**config.mk**
```make
export PLATFORM = sky130hd
export DESIGN_NAME = iob_ddr_init_seq
export DESIGN_NICKNAME = d
export VERILOG_FILES = /design/src/rtl/iob_ddr_init_seq_pkg.sv /design/src/rtl/iob_sat_counter.sv /design/src/rtl/iob_sync.sv /design/src/rtl/iob_ddr_init_seq.sv
export SDC_FILE = /design/constraint.sdc
export NUM_CORES = 1
export LEC_CHECK = 0
export BUFFER_PORTS_ARGS = -buffer_cell sky130_fd_sc_hd__buf_2
export CAP_MARGIN = 30
export CORE_MARGIN = 2
export CORE_UTILIZATION = 62
export CTS_BUF_LIST = sky130_fd_sc_hd__clkbuf_8
export CTS_CLUSTER_DIAMETER = 60
export CTS_CLUSTER_SIZE = 28
export DETAILED_ROUTE_END_ITERATION = 8
export MAX_ROUTING_LAYER = met4
export PLACE_DENSITY_LB_ADDON = 0.12
export SLEW_MARGIN = 20
export SYNTH_ARGS = -nofsm -noshare
export SYNTH_HDL_FRONTEND = slang
export SYNTH_SLANG_ARGS = --single-unit
export TNS_END_PERCENT = 100
```
**constraint.sdc**
```tcl
create_clock -name clk_i -period 2.28 [get_ports clk_i]
set_input_delay 0.342 -clock clk_i [delete_from_list [all_inputs] [get_ports clk_i]]
set_output_delay 0.342 -clock clk_i [all_outputs]
set_load 0.01 [all_outputs]
```
**src/rtl/iob_ddr_init_seq_pkg.sv**
```systemverilog
// Shared definitions for the DDR init sequencer.
// Contents: the state width and the state encoding. The encoding is visible
// on state_o, so the enum values are fixed.
package iob_ddr_init_seq_pkg;

    localparam int STATE_W = 3;

    typedef enum logic [STATE_W-1:0] {
        IOB_DDR_INIT_RST    = 3'd0,
        IOB_DDR_INIT_WAIT   = 3'd1,
        IOB_DDR_INIT_SETTLE = 3'd2,
        IOB_DDR_INIT_RUN    = 3'd3,
        IOB_DDR_INIT_FAIL   = 3'd4
    } state_e;

endpackage

```
**src/rtl/iob_sat_counter.sv**
```systemverilog
// Saturating event counter. It stops at all-ones and never wraps.
// Ports:
//   clk_i    - clock
//   arstn_i  - asynchronous active-low reset; the count clears to 0
//   en_i     - clock enable; the count holds while low
//   clear_i  - synchronous clear; it takes priority over incr_i
//   incr_i   - add one unless the count is already saturated
//   cnt_o    - current count
module iob_sat_counter #(
    parameter int WIDTH = 4
) (
    input  logic             clk_i,
    input  logic             arstn_i,
    input  logic             en_i,
    input  logic             clear_i,
    input  logic             incr_i,
    output logic [WIDTH-1:0] cnt_o
);

    logic [WIDTH-1:0] cnt_q, cnt_d;

    always_comb begin
        cnt_d = cnt_q;
        if (en_i) begin
            if (clear_i) begin
                cnt_d = '0;
            end else if (incr_i && (cnt_q != '1)) begin
                cnt_d = cnt_q + WIDTH'(1);
            end
        end
    end

    always_ff @(posedge clk_i or negedge arstn_i) begin
        if (!arstn_i) begin
            cnt_q <= '0;
        end else begin
            cnt_q <= cnt_d;
        end
    end

    assign cnt_o = cnt_q;

endmodule

```
**src/rtl/iob_sync.sv**
```systemverilog
// Two-flop synchroniser for signals that are asynchronous to clk_i.
// Ports:
//   clk_i    - destination clock
//   arstn_i  - asynchronous active-low reset; both stages clear to 0
//   en_i     - clock enable; both stages hold while low
//   d_i      - asynchronous input
//   q_o      - synchronised output, two enabled cycles behind d_i
module iob_sync #(
    parameter int WIDTH = 1
) (
    input  logic             clk_i,
    input  logic             arstn_i,
    input  logic             en_i,
    input  logic [WIDTH-1:0] d_i,
    output logic [WIDTH-1:0] q_o
);

    logic [WIDTH-1:0] meta_q, meta_d;
    logic [WIDTH-1:0] sync_q, sync_d;

    always_comb begin
        meta_d = meta_q;
        sync_d = sync_q;
        if (en_i) begin
            meta_d = d_i;
            sync_d = meta_q;
        end
    end

    always_ff @(posedge clk_i or negedge arstn_i) begin
        if (!arstn_i) begin
            meta_q <= '0;
            sync_q <= '0;
        end else begin
            meta_q <= meta_d;
            sync_q <= sync_d;
        end
    end

    assign q_o = sync_q;

endmodule

```
**src/rtl/iob_ddr_init_seq.sv**
```systemverilog
// Power-up and recovery sequencer for the DDR memory subsystem.
// It holds the DDR controller in reset, waits for calibration (with a
// timeout and retries), and requires calibration to stay stable before it
// releases the SoC reset. If calibration is lost while in RUN, it starts the
// sequence again.
// Ports:
//   clk_i         - system clock
//   arstn_i       - asynchronous active-low reset
//   cke_i         - clock enable; all state, counters and outputs hold while low
//   calib_done_i  - DDR calibration done; asynchronous to clk_i
//   retry_i       - single-cycle pulse that restarts the sequence from FAIL
//   ddr_rst_o     - active-high reset to the DDR controller
//   soc_arst_o    - active-high reset to the SoC
//   ready_o       - high only in RUN
//   fail_o        - high only in FAIL
//   retries_o     - failed attempts since the last entry to RUN (saturating)
//   losses_o      - calibration losses seen in RUN since reset (saturating)
//   state_o       - encoded state, for debug
//
// state      | meaning
// RST_DDR    | DDR controller held in reset for RST_CYCLES cycles
// WAIT_CALIB | waiting for calibration, bounded by TIMEOUT_CYCLES
// SETTLE     | calibration must stay high for SETTLE_CYCLES cycles
// RUN        | SoC released; any loss of calibration re-sequences
// FAIL       | retries used up; waits for retry_i
module iob_ddr_init_seq
    import iob_ddr_init_seq_pkg::*;
#(
    parameter int RST_CYCLES     = 16,
    parameter int TIMEOUT_CYCLES = 2**22,
    parameter int SETTLE_CYCLES  = 64,
    parameter int MAX_RETRIES    = 3,
    parameter int CNT_W          = 23,
    parameter int RETRY_W        = 4
) (
    input  logic               clk_i,
    input  logic               arstn_i,
    input  logic               cke_i,
    input  logic               calib_done_i,
    input  logic               retry_i,
    output logic               ddr_rst_o,
    output logic               soc_arst_o,
    output logic               ready_o,
    output logic               fail_o,
    output logic [RETRY_W-1:0] retries_o,
    output logic [RETRY_W-1:0] losses_o,
    output logic [STATE_W-1:0] state_o
);

    localparam logic [CNT_W-1:0] RST_LAST     = CNT_W'(RST_CYCLES - 1);
    localparam logic [CNT_W-1:0] TIMEOUT_LAST = CNT_W'(TIMEOUT_CYCLES - 1);
    localparam logic [CNT_W-1:0] SETTLE_LAST  = CNT_W'(SETTLE_CYCLES - 1);

    state_e           state_q, state_d;
    logic [CNT_W-1:0] cnt_q, cnt_d;
    logic             ddr_rst_q, ddr_rst_d;
    logic             soc_arst_q, soc_arst_d;
    logic             ready_q, ready_d;
    logic             fail_q, fail_d;
    logic             cal;
    logic             retry_incr, retry_clr, loss_incr;

    iob_sync #(.WIDTH(1)) u_cal_sync (
        .clk_i   (clk_i),
        .arstn_i (arstn_i),
        .en_i    (cke_i),
        .d_i     (calib_done_i),
        .q_o     (cal)
    );

    iob_sat_counter #(.WIDTH(RETRY_W)) u_retries (
        .clk_i   (clk_i),
        .arstn_i (arstn_i),
        .en_i    (cke_i),
        .clear_i (retry_clr),
        .incr_i  (retry_incr),
        .cnt_o   (retries_o)
    );

    iob_sat_counter #(.WIDTH(RETRY_W)) u_losses (
        .clk_i   (clk_i),
        .arstn_i (arstn_i),
        .en_i    (cke_i),
        .clear_i (1'b0),
        .incr_i  (loss_incr),
        .cnt_o   (losses_o)
    );

    always_ff @(posedge clk_i or negedge arstn_i) begin
        if (!arstn_i) begin
            state_q <= IOB_DDR_INIT_RST;
            cnt_q   <= '0;
        end else if (cke_i) begin
            state_q <= state_d;
            cnt_q   <= cnt_d;
        end
    end

    // The counter runs only in the timed states. It is cleared on entry to
    // RUN and FAIL, so it stays at zero there.
    always_comb begin
        state_d    = state_q;
        cnt_d      = cnt_q;
        retry_incr = 1'b0;
        retry_clr  = 1'b0;
        loss_incr  = 1'b0;
        case (state_q)
            IOB_DDR_INIT_RST: begin
                if (cnt_q == RST_LAST) begin
                    state_d = IOB_DDR_INIT_WAIT;
                    cnt_d   = '0;
                end else begin
                    cnt_d = cnt_q + CNT_W'(1);
                end
            end
            IOB_DDR_INIT_WAIT: begin
                // If calibration arrives on the timeout cycle, calibration wins.
                if (cal) begin
                    state_d = IOB_DDR_INIT_SETTLE;
                    cnt_d   = '0;
                end else if (cnt_q == TIMEOUT_LAST) begin
                    retry_incr = 1'b1;
                    cnt_d      = '0;
                    if (int'(retries_o) + 1 >= MAX_RETRIES) begin
                        state_d = IOB_DDR_INIT_FAIL;
                    end else begin
                        state_d = IOB_DDR_INIT_RST;
                    end
                end else begin
                    cnt_d = cnt_q + CNT_W'(1);
                end
            end
            IOB_DDR_INIT_SETTLE: begin
                if (!cal) begin
                    state_d = IOB_DDR_INIT_WAIT;
                    cnt_d   = '0;
                end else if (cnt_q == SETTLE_LAST) begin
                    state_d   = IOB_DDR_INIT_RUN;
                    cnt_d     = '0;
                    retry_clr = 1'b1;
                end else begin
                    cnt_d = cnt_q + CNT_W'(1);
                end
            end
            IOB_DDR_INIT_RUN: begin
                if (!cal) begin
                    state_d   = IOB_DDR_INIT_RST;
                    cnt_d     = '0;
                    loss_incr = 1'b1;
                end
            end
            IOB_DDR_INIT_FAIL: begin
                if (retry_i) begin
                    state_d   = IOB_DDR_INIT_RST;
                    cnt_d     = '0;
                    retry_clr = 1'b1;
                end
            end
            default: begin
                state_d = IOB_DDR_INIT_RST;
                cnt_d   = '0;
            end
        endcase
    end

    // The output flops are decoded from the next state, so each output
    // changes on the same edge as the state register.
    always_comb begin
        ddr_rst_d  = (state_d == IOB_DDR_INIT_RST);
        soc_arst_d = (state_d != IOB_DDR_INIT_RUN);
        ready_d    = (state_d == IOB_DDR_INIT_RUN);
        fail_d     = (state_d == IOB_DDR_INIT_FAIL);
    end

    always_ff @(posedge clk_i or negedge arstn_i) begin
        if (!arstn_i) begin
            ddr_rst_q  <= 1'b1;
            soc_arst_q <= 1'b1;
            ready_q    <= 1'b0;
            fail_q     <= 1'b0;
        end else if (cke_i) begin
            ddr_rst_q  <= ddr_rst_d;
            soc_arst_q <= soc_arst_d;
            ready_q    <= ready_d;
            fail_q     <= fail_d;
        end
    end

    assign ddr_rst_o  = ddr_rst_q;
    assign soc_arst_o = soc_arst_q;
    assign ready_o    = ready_q;
    assign fail_o     = fail_q;
    assign state_o    = state_q;

endmodule

```
# --- Word level (Yosys, flattened, before mapping) ---
# Index checks and enable logic that the tools add are counted.
classes:
  n_addsub: 4
  order_cmp: 1
  eq_ne: 14
  muxes: 28
  reduce_logical: 8
op_table:
  columns: ["op", "n"]
  rows:
  - ["two-way mux 23 bit", 7]
  - ["one-hot mux 23 bit (5 select lines)", 1]
  - ["two-way mux 3 bit", 8]
  - ["adder 23 x 1 -> 23 bit (second input constant)", 1]
  - ["== test 23 x 22 -> 1 bit (second input constant)", 1]
  - ["== test 23 x 4 -> 1 bit (second input constant)", 1]
  - ["== test 23 x 6 -> 1 bit (second input constant)", 1]
  - ["one-hot mux 3 bit (5 select lines)", 1]
  - ["== test 3 x 2 -> 1 bit (second input constant)", 3]
  - ["adder 4 x 1 -> 4 bit (second input constant)", 2]
  - ["two-way mux 1 bit", 8]
  - ["two-way mux 4 bit", 2]
  - ["!= test 4 bit (second input constant)", 2]
  - ["== test 3 bit (second input constant)", 2]
  - ["logical NOT 3 bit", 2]
  - ["adder 4 x 1 -> 5 bit (second input constant)", 1]
  - [">= comparator 5 x 2 -> 1 bit (second input constant)", 1]
  - ["!= test 2 bit (second input constant)", 2]
  - ["AND reduction 2 bit", 2]
  - ["== test 3 x 1 -> 1 bit (second input constant)", 1]
  - ["!= test 3 x 2 -> 1 bit (second input constant)", 1]
  - ["AND reduction 3 bit", 1]
  - ["logical AND 1 bit", 2]
  - ["one-hot mux 1 bit (2 select lines)", 1]
  - ["nonzero test 2 bit", 1]
word_totals:
  regBits: 40
  inputBits: 5
  output_inout_bits: 15

# --- Logic depth before layout (Yosys ltp) ---
# Gate-level depths: netlist of run 1.
depth:
  depth_word: 7
  mapped_depth: 7

# --- Modules after synthesis ---
# A second synthesis of run 1 with hierarchy kept.
hier_totals:
  cells_unflattened: 260
  area_unflattened_um2: 2533.7
by_module_without_submodules:
  columns: ["mod", "n_inst", "cells_per_inst", "area_per_inst_um2", "seq_area_each_um2"]
  rows:
  - ["iob_ddr_init_seq", 1, 206, 1935.6, 753.2]
  - ["iob_sat_counter", 2, 25, 262.8, 100.1]
  - ["iob_sync", 1, 4, 72.6, 50.0]

# --- Least setup slack after synthesis of run 1 ---
# Ideal clock, no wire load.
synth_path:
  path_kind: "reg2reg"
  from: "reg cnt_q[0]"
  to: "reg cnt_q[3]"
  t_arrival_ps: 1789
  t_required_ps: 2145
  setup_slack_ps: 356
  path_stages_with_launch: 8
  period_less_slack_ps: 1924
  cell_sequence: "dfrtp_1 > ha_1 > nand3_2 > or3_1 > o31a_1 > nor4_2 > buf_4 > o22ai_1"
synth_via:
  elab_chain_cells: 4
synth_lines:
  columns: ["item", "line_no", "text"]
  rows:
  - ["start: declaration", "iob_ddr_init_seq.sv:55", "logic [CNT_W-1:0] cnt_q, cnt_d;"]
  - ["start signal: assignment", "iob_ddr_init_seq.sv:95", "cnt_q <= cnt_d;"]
  - ["adder 23 x 1 -> 23 bit, or another cell as far along", "iob_ddr_init_seq.sv:113, iob_ddr_init_seq.sv:130, iob_ddr_init_seq.sv:142", null]
  - ["two-way mux 23 bit, on equally long branches", "iob_ddr_init_seq.sv:137, iob_ddr_init_seq.sv:121", null]
  - ["two-way mux 23 bit, on equally long branches", "iob_ddr_init_seq.sv:134, iob_ddr_init_seq.sv:118", null]
  - ["one-hot mux 23 bit (5 select lines) (*)", "iob_ddr_init_seq.sv:107", "case (state_q)"]
# Mark *: on every way between the ends. The rest lies on a longest branch, timed or not.
# A chain may end at the register's enable or synchronous reset.

# --- Worst setup path after layout of run 1 ---
layout_path:
  from: "reg cnt_q[7]"
  to: "reg u_retries.cnt_q[0], in the netlist u_retries.cnt_o[0]"
layout_via:
  elab_chain_cells: 7
layout_lines:
  columns: ["item", "line_no", "text"]
  rows:
  - ["== test 23 x 22 -> 1 bit", "iob_ddr_init_seq.sv:121", "end else if (cnt_q == TIMEOUT_LAST) begin"]
  - ["two-way mux 1 bit", "iob_ddr_init_seq.sv:121", null]
  - ["two-way mux 1 bit", "iob_ddr_init_seq.sv:118", "if (cal) begin"]
  - ["two-way mux 1 bit", "iob_ddr_init_seq.sv:107", null]
  - ["logical AND 1 bit", "iob_sat_counter.sv:27", "end else if (incr_i && (cnt_q != '1)) begin"]
  - ["nonzero test 2 bit (no line)", null, null]
  - ["AND reduction 2 bit (no line)", null, null]
  - ["end signal: assignment", "iob_sat_counter.sv:37", "cnt_q <= cnt_d;"]
  - ["end: declaration", "iob_sat_counter.sv:20", "logic [WIDTH-1:0] cnt_q, cnt_d;"]
# Several ways; a longest one is shown, not always the timed one.

==> flow_metrics.py, run 1 <==
metrics = {
    "synthesis": {
        "syn_nets": 259,
        "synthCells": 250,
        "async_reset_ff_share_pct": 100,
        "synth_cell_type_count": 50,
        "synth.avg_cell_area_sq_um": 9.27,
        "ys_ff_latch": 40,
        "synth_top_flop_cell": "dfrtp_1",
        "synth_seq_area_share_pct": 43.3,
        "ys_warn_count": 0,
        "syn-cell-area_sq_um": 2320,
        "synth_edf_count": 0,
    },
    "cells_and_area": {
        "nets": 288,
        "final_area_sq_um": 2680,
        "diodes": 0,
        "area_delta_synth_final_pct": 15.6,
        "final_cell_mix": "dfrtp_1 (38), nor2_1 (24), nand2_1 (22)",
        "layout-drive-gt1-share_pct": 20.7,
        "final_common_cell": "dfrtp_1",
        "utilization_pct": 73.7,
        "fillers": 295,
    },
    "power": {
        "p_comb_share_pct": 19.8,
        "p_int_w": 0.00125,
        "power.switching_w": 0.000549,
        "power_density_nw_per_um2": 673,
        "switching_share_pct": 30.5,
        "clkPwrFrac_pct": 32.0,
        "pwr-share-seq_pct": 48.2,
        "ir_worst_vdd_mv": 0.449,
        "p_leak_nw": 1.13,
    },
    "status": {
        "status": "completed",
    },
    "global_route": {
        "met2_usage_pct": 43.2,
        "grtUsageMet1_pct": 37.6,
        "gr-total-overflow": 0,
        "top_usage_layer": "met2",
        "globalRouteTotalUtil_pct": 27.8,
        "grt_pass1_wl_mm": 8.76,
        "grt_max_degree": 41,
        "grt_antenna_before_repair": 0,
        "grt_pass1_vias": 1882,
        "use_met3_pct": 5.14,
    },
    "floorplan": {
        "die_w_um": 65.1,
        "row_count": 22,
        "start_util_pct": 63.8,
        "die_area_sq_um": 4240,
        "ios": 20,
        "die_h_um": 65.1,
        "core-area_sq_um": 3630,
    },
    "sta": {
        "holdWs_ps": 283,
        "setup_violations": 0,
        "period_needed_ps": 2190,
        "tns_ps": 0,
        "tightestPinTransition_ps": 468,
        "slew_headroom_pct": 68.7,
        "hold_viol": 0,
        "fmax_mhz": 457,
        "post-route-period-util_pct": 96.0,
        "drv_slew": 0,
        "finalClockSkew_ps": 4.57,
    },
    "clocking": {
        "htree_levels": 2,
        "cts-root-buf": "clkbuf_8",
        "clk_latency_ps": 300,
        "cts_tree": "done",
        "clk_pin_slew_ps": 80,
        "cts_buffers": 5,
        "cts.sinks": 40,
        "clk_path_buf_depth": 2,
    },
    "detailed_routing": {
        "drt_iter0_drc": 145,
        "drc_errors": 0,
        "drt-pass1-iter-count": 4,
        "via_count": 2022,
        "totalWireLength_mm": 5.34,
        "wl_per_cell_um": 16.3,
        "vias_per_cell": 6.16,
        "final_antenna_net_count": 0,
    },
    "setup_path": {
        "arrival_ps": 2350,
        "worstSetupPathType": "register to register",
        "required_ps": 2440,
        "crit_fanout": 4,
        "cp-end-kind": "register",
        "crit_path_start_kind": "register",
    },
    "job": {
        "cap_violations": 0,
    },
    "place": {
        "postPlaceCellArea_sq_um": 2480,
        "dp_hpwl_mm": 3.54,
        "gp_congestion": 0.855,
        "numPortBuffers": 19,
    },
    "worst_hold_path": {
        "hp-class": "primary input to register",
    },
}
## worst paths after layout
check                              from  cells past startpoint            endpoint  slack (ps)
min reg2reg                      fail_o                      1              fail_o         480
max                            cnt_q[7]                      6  u_retries.cnt_o[0]          90
min                        calib_done_i                      2   u_cal_sync.meta_q         280
max in group asynchronous       arstn_i                      3          soc_arst_o        1230
min in group asynchronous       arstn_i                      2           cnt_q[16]         510
max reg2reg                    cnt_q[7]                      6  u_retries.cnt_o[0]          90
## per-stage QoR
stage / power, W / setup slack [ps] / instances
after floorplan: 0.00109 / 356 / 250
after global placement: 0.00119 / 127 / 315
after detailed placement: 0.00121 / 57.9 / 315
after CTS: 0.00178 / 32.1 / 323
after global routing: 0.00190 / -16.2 / 328
final: 0.00180 / 90.5 / 328
## Yosys cell counts, types with 3 or more instances
| library cell | number | area share, % |
|---|---|---|
| nor4_1 | 15 | 4.0 |
| nor3_1 | 9 | 1.9 |
| ha_1 | 4 | 2.2 |
| nand3_1 | 10 | 2.2 |
| clkbuf_1 | 3 | 0.49 |
| o21ai_0 | 13 | 2.8 |
| or3_1 | 10 | 2.7 |
| nand4_1 | 4 | 1.1 |
| mux2_2 | 3 | 1.5 |
| nor2_1 | 24 | 3.9 |
| inv_1 | 9 | 1.5 |
| nand2_1 | 22 | 3.6 |
| xnor2_1 | 15 | 5.7 |
| nand2b_1 | 6 | 1.6 |
| dfrtp_1 | 38 | 41 |
| o22ai_1 | 4 | 1.1 |
| nand3b_1 | 3 | 0.97 |
| o21a_1 | 3 | 0.97 |
| and3_1 | 4 | 1.1 |
| a21oi_1 | 7 | 1.5 |
| and4_1 | 3 | 1.1 |
| buf_2 | 4 | 0.86 |
## sequential cells by signal (all words and copies together) (netlist names)
signal	count
u_retries.cnt_o	4
u_cal_sync.meta_q	1
ddr_rst_o	1
fail_o	1
ready_o	1
u_cal_sync.q_o	1
state_o	3
cnt_q	23
u_losses.cnt_o	4
soc_arst_o	1
## cell type report
class / instances / area [sq um] / area share (%)
Clock buffer: 5 / 68.8 / 2.57
Clock inverter: 3 / 42.5 / 1.59
Inverter: 9 / 33.8 / 1.26
Multi-Input combinational cell: 190 / 1250 / 46.7
Sequential cell: 40 / 1000 / 37.5
Tap cell: 48 / 60.1 / 2.24
Timing Repair Buffer: 33 / 220 / 8.22
## per-layer routing
layer  vias to the layer above  part of all wire (%)
met5                         -                     0
met4                         0                   1.7
met3                        11                   5.1
met2                        62                    49
met1                       980                    44
li1                        969                     -
## power by group through the flow
stage	logic (W)	clock network, W	registers [W]
final	0.000357	0.000577	0.000868
after global routing	0.000404	0.000610	0.000884
after CTS	0.000332	0.000585	0.000863
after detailed placement	0.000331	0	0.000877
after global placement	0.000319	0	0.000873
after floorplan	0.000233	0	0.000856
## worst max-delay path, cell delays in order, from the launching register on
cell and delay [ps]:
dfrtp_1 420, nor4_1 320, nand3_1 160, buf_4 170, or4_1 500, a21oi_1 310, o221ai_1 180
## logic make-up after synthesis
| logic type | share of synthesized area [%] |
|---|---|
| AO/OA/AOI/OAI | 11.2 |
| buffers and inverters | 4.16 |
| adder cells (fa/ha/maj) | 2.16 |
| multiplexers | 2.32 |
| flip-flops | 43.3 |
| AND/OR/NAND/NOR | 30.4 |
| XOR/XNOR | 6.43 |
## timing repair
action,CTS,global route
hold buffers,0,1
resized for setup,0,6
endpoints found under the hold margin,0,8
setup endpoints to repair,0,27
buffers inserted,0,2
Note: power is estimated with default switching activity, not from simulation.
==> run 2, diff against run 1 <==
Settings changed: CORE_MARGIN 2 to not set.
==> flow_metrics.py, run 2 (synthesis gave the netlist of run 1 again) <==
metrics = {
    "status": {
        "status": "finished, violations left",
        "violations": "hold timing",
    },
    "power": {
        "p_comb_share_pct": 19.5,
        "pwr-share-seq_pct": 48.4,
        "clkPwrFrac_pct": 32.2,
        "power.switching_w": 0.000529,
        "p_int_w": 0.00125,
        "power_density_nw_per_um2": 668,
        "switching_share_pct": 29.7,
        "ir_worst_vdd_mv": 0.619,
        "p_leak_nw": 1.12,
    },
    "cells_and_area": {
        "top_register": "cnt_q",
        "diodes": 0,
        "final_cell_mix": "dfrtp_1 (38), nor2_1 (24), nand2_1 (22)",
        "nets": 287,
        "regArea_sq_um": 1000,
        "finalNonFillerCells": 325,
        "multiInputGateArea_sq_um": 1240,
        "area_delta_synth_final_pct": 15.0,
        "layout-drive-gt1-share_pct": 20.4,
        "final_common_cell": "dfrtp_1",
        "fillers": 247,
        "largest_reg_flops": 23,
    },
    "global_route": {
        "globalRouteTotalUtil_pct": 28.0,
        "gr-total-overflow": 0,
        "grt_pass1_vias": 1891,
        "grt_pass1_wl_mm": 8.54,
        "top_usage_layer": "met2",
        "met2_usage_pct": 41.7,
        "grt_antenna_before_repair": 0,
        "grtUsageMet1_pct": 39.1,
        "grt_max_degree": 41,
        "use_met3_pct": 4.89,
    },
    "detailed_routing": {
        "totalWireLength_mm": 4.99,
        "vias_per_cell": 6.06,
        "wl_per_cell_um": 15.4,
        "drt-pass1-iter-count": 4,
        "via_count": 1969,
        "drc_errors": 0,
        "final_antenna_net_count": 0,
        "drt_iter0_drc": 195,
    },
    "floorplan": {
        "die_w_um": 63.1,
        "core-area_sq_um": 3470,
        "ios": 20,
        "die_h_um": 63.1,
        "row_count": 21,
        "die_area_sq_um": 3990,
        "start_util_pct": 66.8,
    },
    "clocking": {
        "cts_tree": "done",
        "clk_latency_ps": 290,
        "clk_path_buf_depth": 2,
        "cts-root-buf": "clkbuf_8",
        "htree_levels": 2,
        "clk_pin_slew_ps": 80,
        "cts.sinks": 40,
        "postCtsHoldBufs": 0,
        "cts_buffers": 5,
    },
    "setup_path": {
        "critPathCapture": "cnt_q[15]",
        "worstSetupPathType": "register to register",
        "cp_slowest_cell": "dfrtp_1",
        "required_ps": 2460,
        "path_delay_family": "simple AND/OR/NAND/NOR gates",
        "cp_num_buf_inv": 1,
        "cp-startpoint": "cnt_q[0]",
        "rr_worst_depth": 7,
        "arrival_ps": 2350,
        "rrSetupSlack_ps": 110,
        "rr_endpoint": "cnt_q[15]",
        "reg2reg_from": "cnt_q[0]",
        "path_depth": 7,
        "crit_fanout": 10,
        "crit_chain": "ha_1 > nand3_4 > or3_1 > o31a_1 > nor4_4 > buf_4 > nor2_1",
        "max_stage_delay_ps": 400,
        "crit_path_start_kind": "register",
        "cp-end-kind": "register",
    },
    "job": {
        "cap_violations": 0,
    },
    "sta": {
        "tightestPinTransition_ps": 467,
        "finalClockSkew_ps": 7.23,
        "slew_headroom_pct": 68.9,
        "drv_slew": 0,
        "post-route-period-util_pct": 95.2,
        "holdWs_ps": -1.76,
        "setup_violations": 0,
        "fmax_mhz": 461,
        "period_needed_ps": 2170,
        "hold_viol": 3,
        "rsz0062_at_grt": "no",
        "setup_slack_ps": 110,
        "tns_ps": 0,
    },
    "place": {
        "post-place-ws_ps": 123,
        "gp_congestion": 0.913,
        "dp_hpwl_mm": 3.33,
        "numPortBuffers": 19,
        "dp.cells": 313,
    },
    "worst_hold_path": {
        "hp-class": "primary input to async pin",
    },
}
## run 2: worst min path at each step
stage	slack, ps	start	endpoint	cells past startpoint
floorplan	50	arstn_i	cnt_q[0]	0
global route	20	arstn_i	u_losses.cnt_o[0]	1
global placement	460	fail_o	fail_o	1
detailed placement	490	ddr_rst_o	ddr_rst_o	2
CTS	190	arstn_i	cnt_q[1]	1
finish	-2	arstn_i	cnt_q[1]	1
## run 2: final cells by class
class                   instances  area share (%)
multi-input cells             190            46.6
flip-flops and latches         40            37.7
repair buffers                 32            8.12
clock buffers                   5            2.58
well taps                      46            2.16
clock inverters                 3            1.60
inverters                       9            1.27
## run 2: per-stage QoR
step / total power (W) / area [sq um] / util (%)
global placement: 0.00119 / 2470 / 71.4
CTS: 0.00176 / 2590 / 74.6
floorplan: 0.00109 / 2320 / -
detailed placement: 0.00119 / 2470 / 71.4
global route: 0.00188 / 2670 / 76.8
finish: 0.00178 / 2670 / 76.8
## run 2: layer usage
layer | share of wire (%) | wire length [um]
met2 | 46 | 2280
met5 | 0 | 0
met3 | 3.6 | 182
met4 | 0.82 | 41
met1 | 50 | 2490
## run 2: power groups by stage
stage               Combinational, W  Sequential (W)  Clock, W
CTS                         0.000322        0.000859  0.000582
detailed placement          0.000320        0.000872         0
global route                0.000390        0.000876  0.000615
finish                      0.000346        0.000861  0.000573
floorplan                   0.000233        0.000856         0
global placement            0.000317        0.000869         0
## run 2: worst reg2reg max path, delay by kind of cell (launching register included)
| family | cells | cell delay [ps] |
|---|---|---|
| simple gates | 4 | 840 |
| flops | 1 | 400 |
| buf+inv | 1 | 240 |
| compound gates | 1 | 320 |
| fa+ha+maj | 1 | 250 |
## run 2: what timing repair did
action	CTS	global route
gates resized for setup	0	7
setup endpoints to repair	0	27
setup buffers	0	2
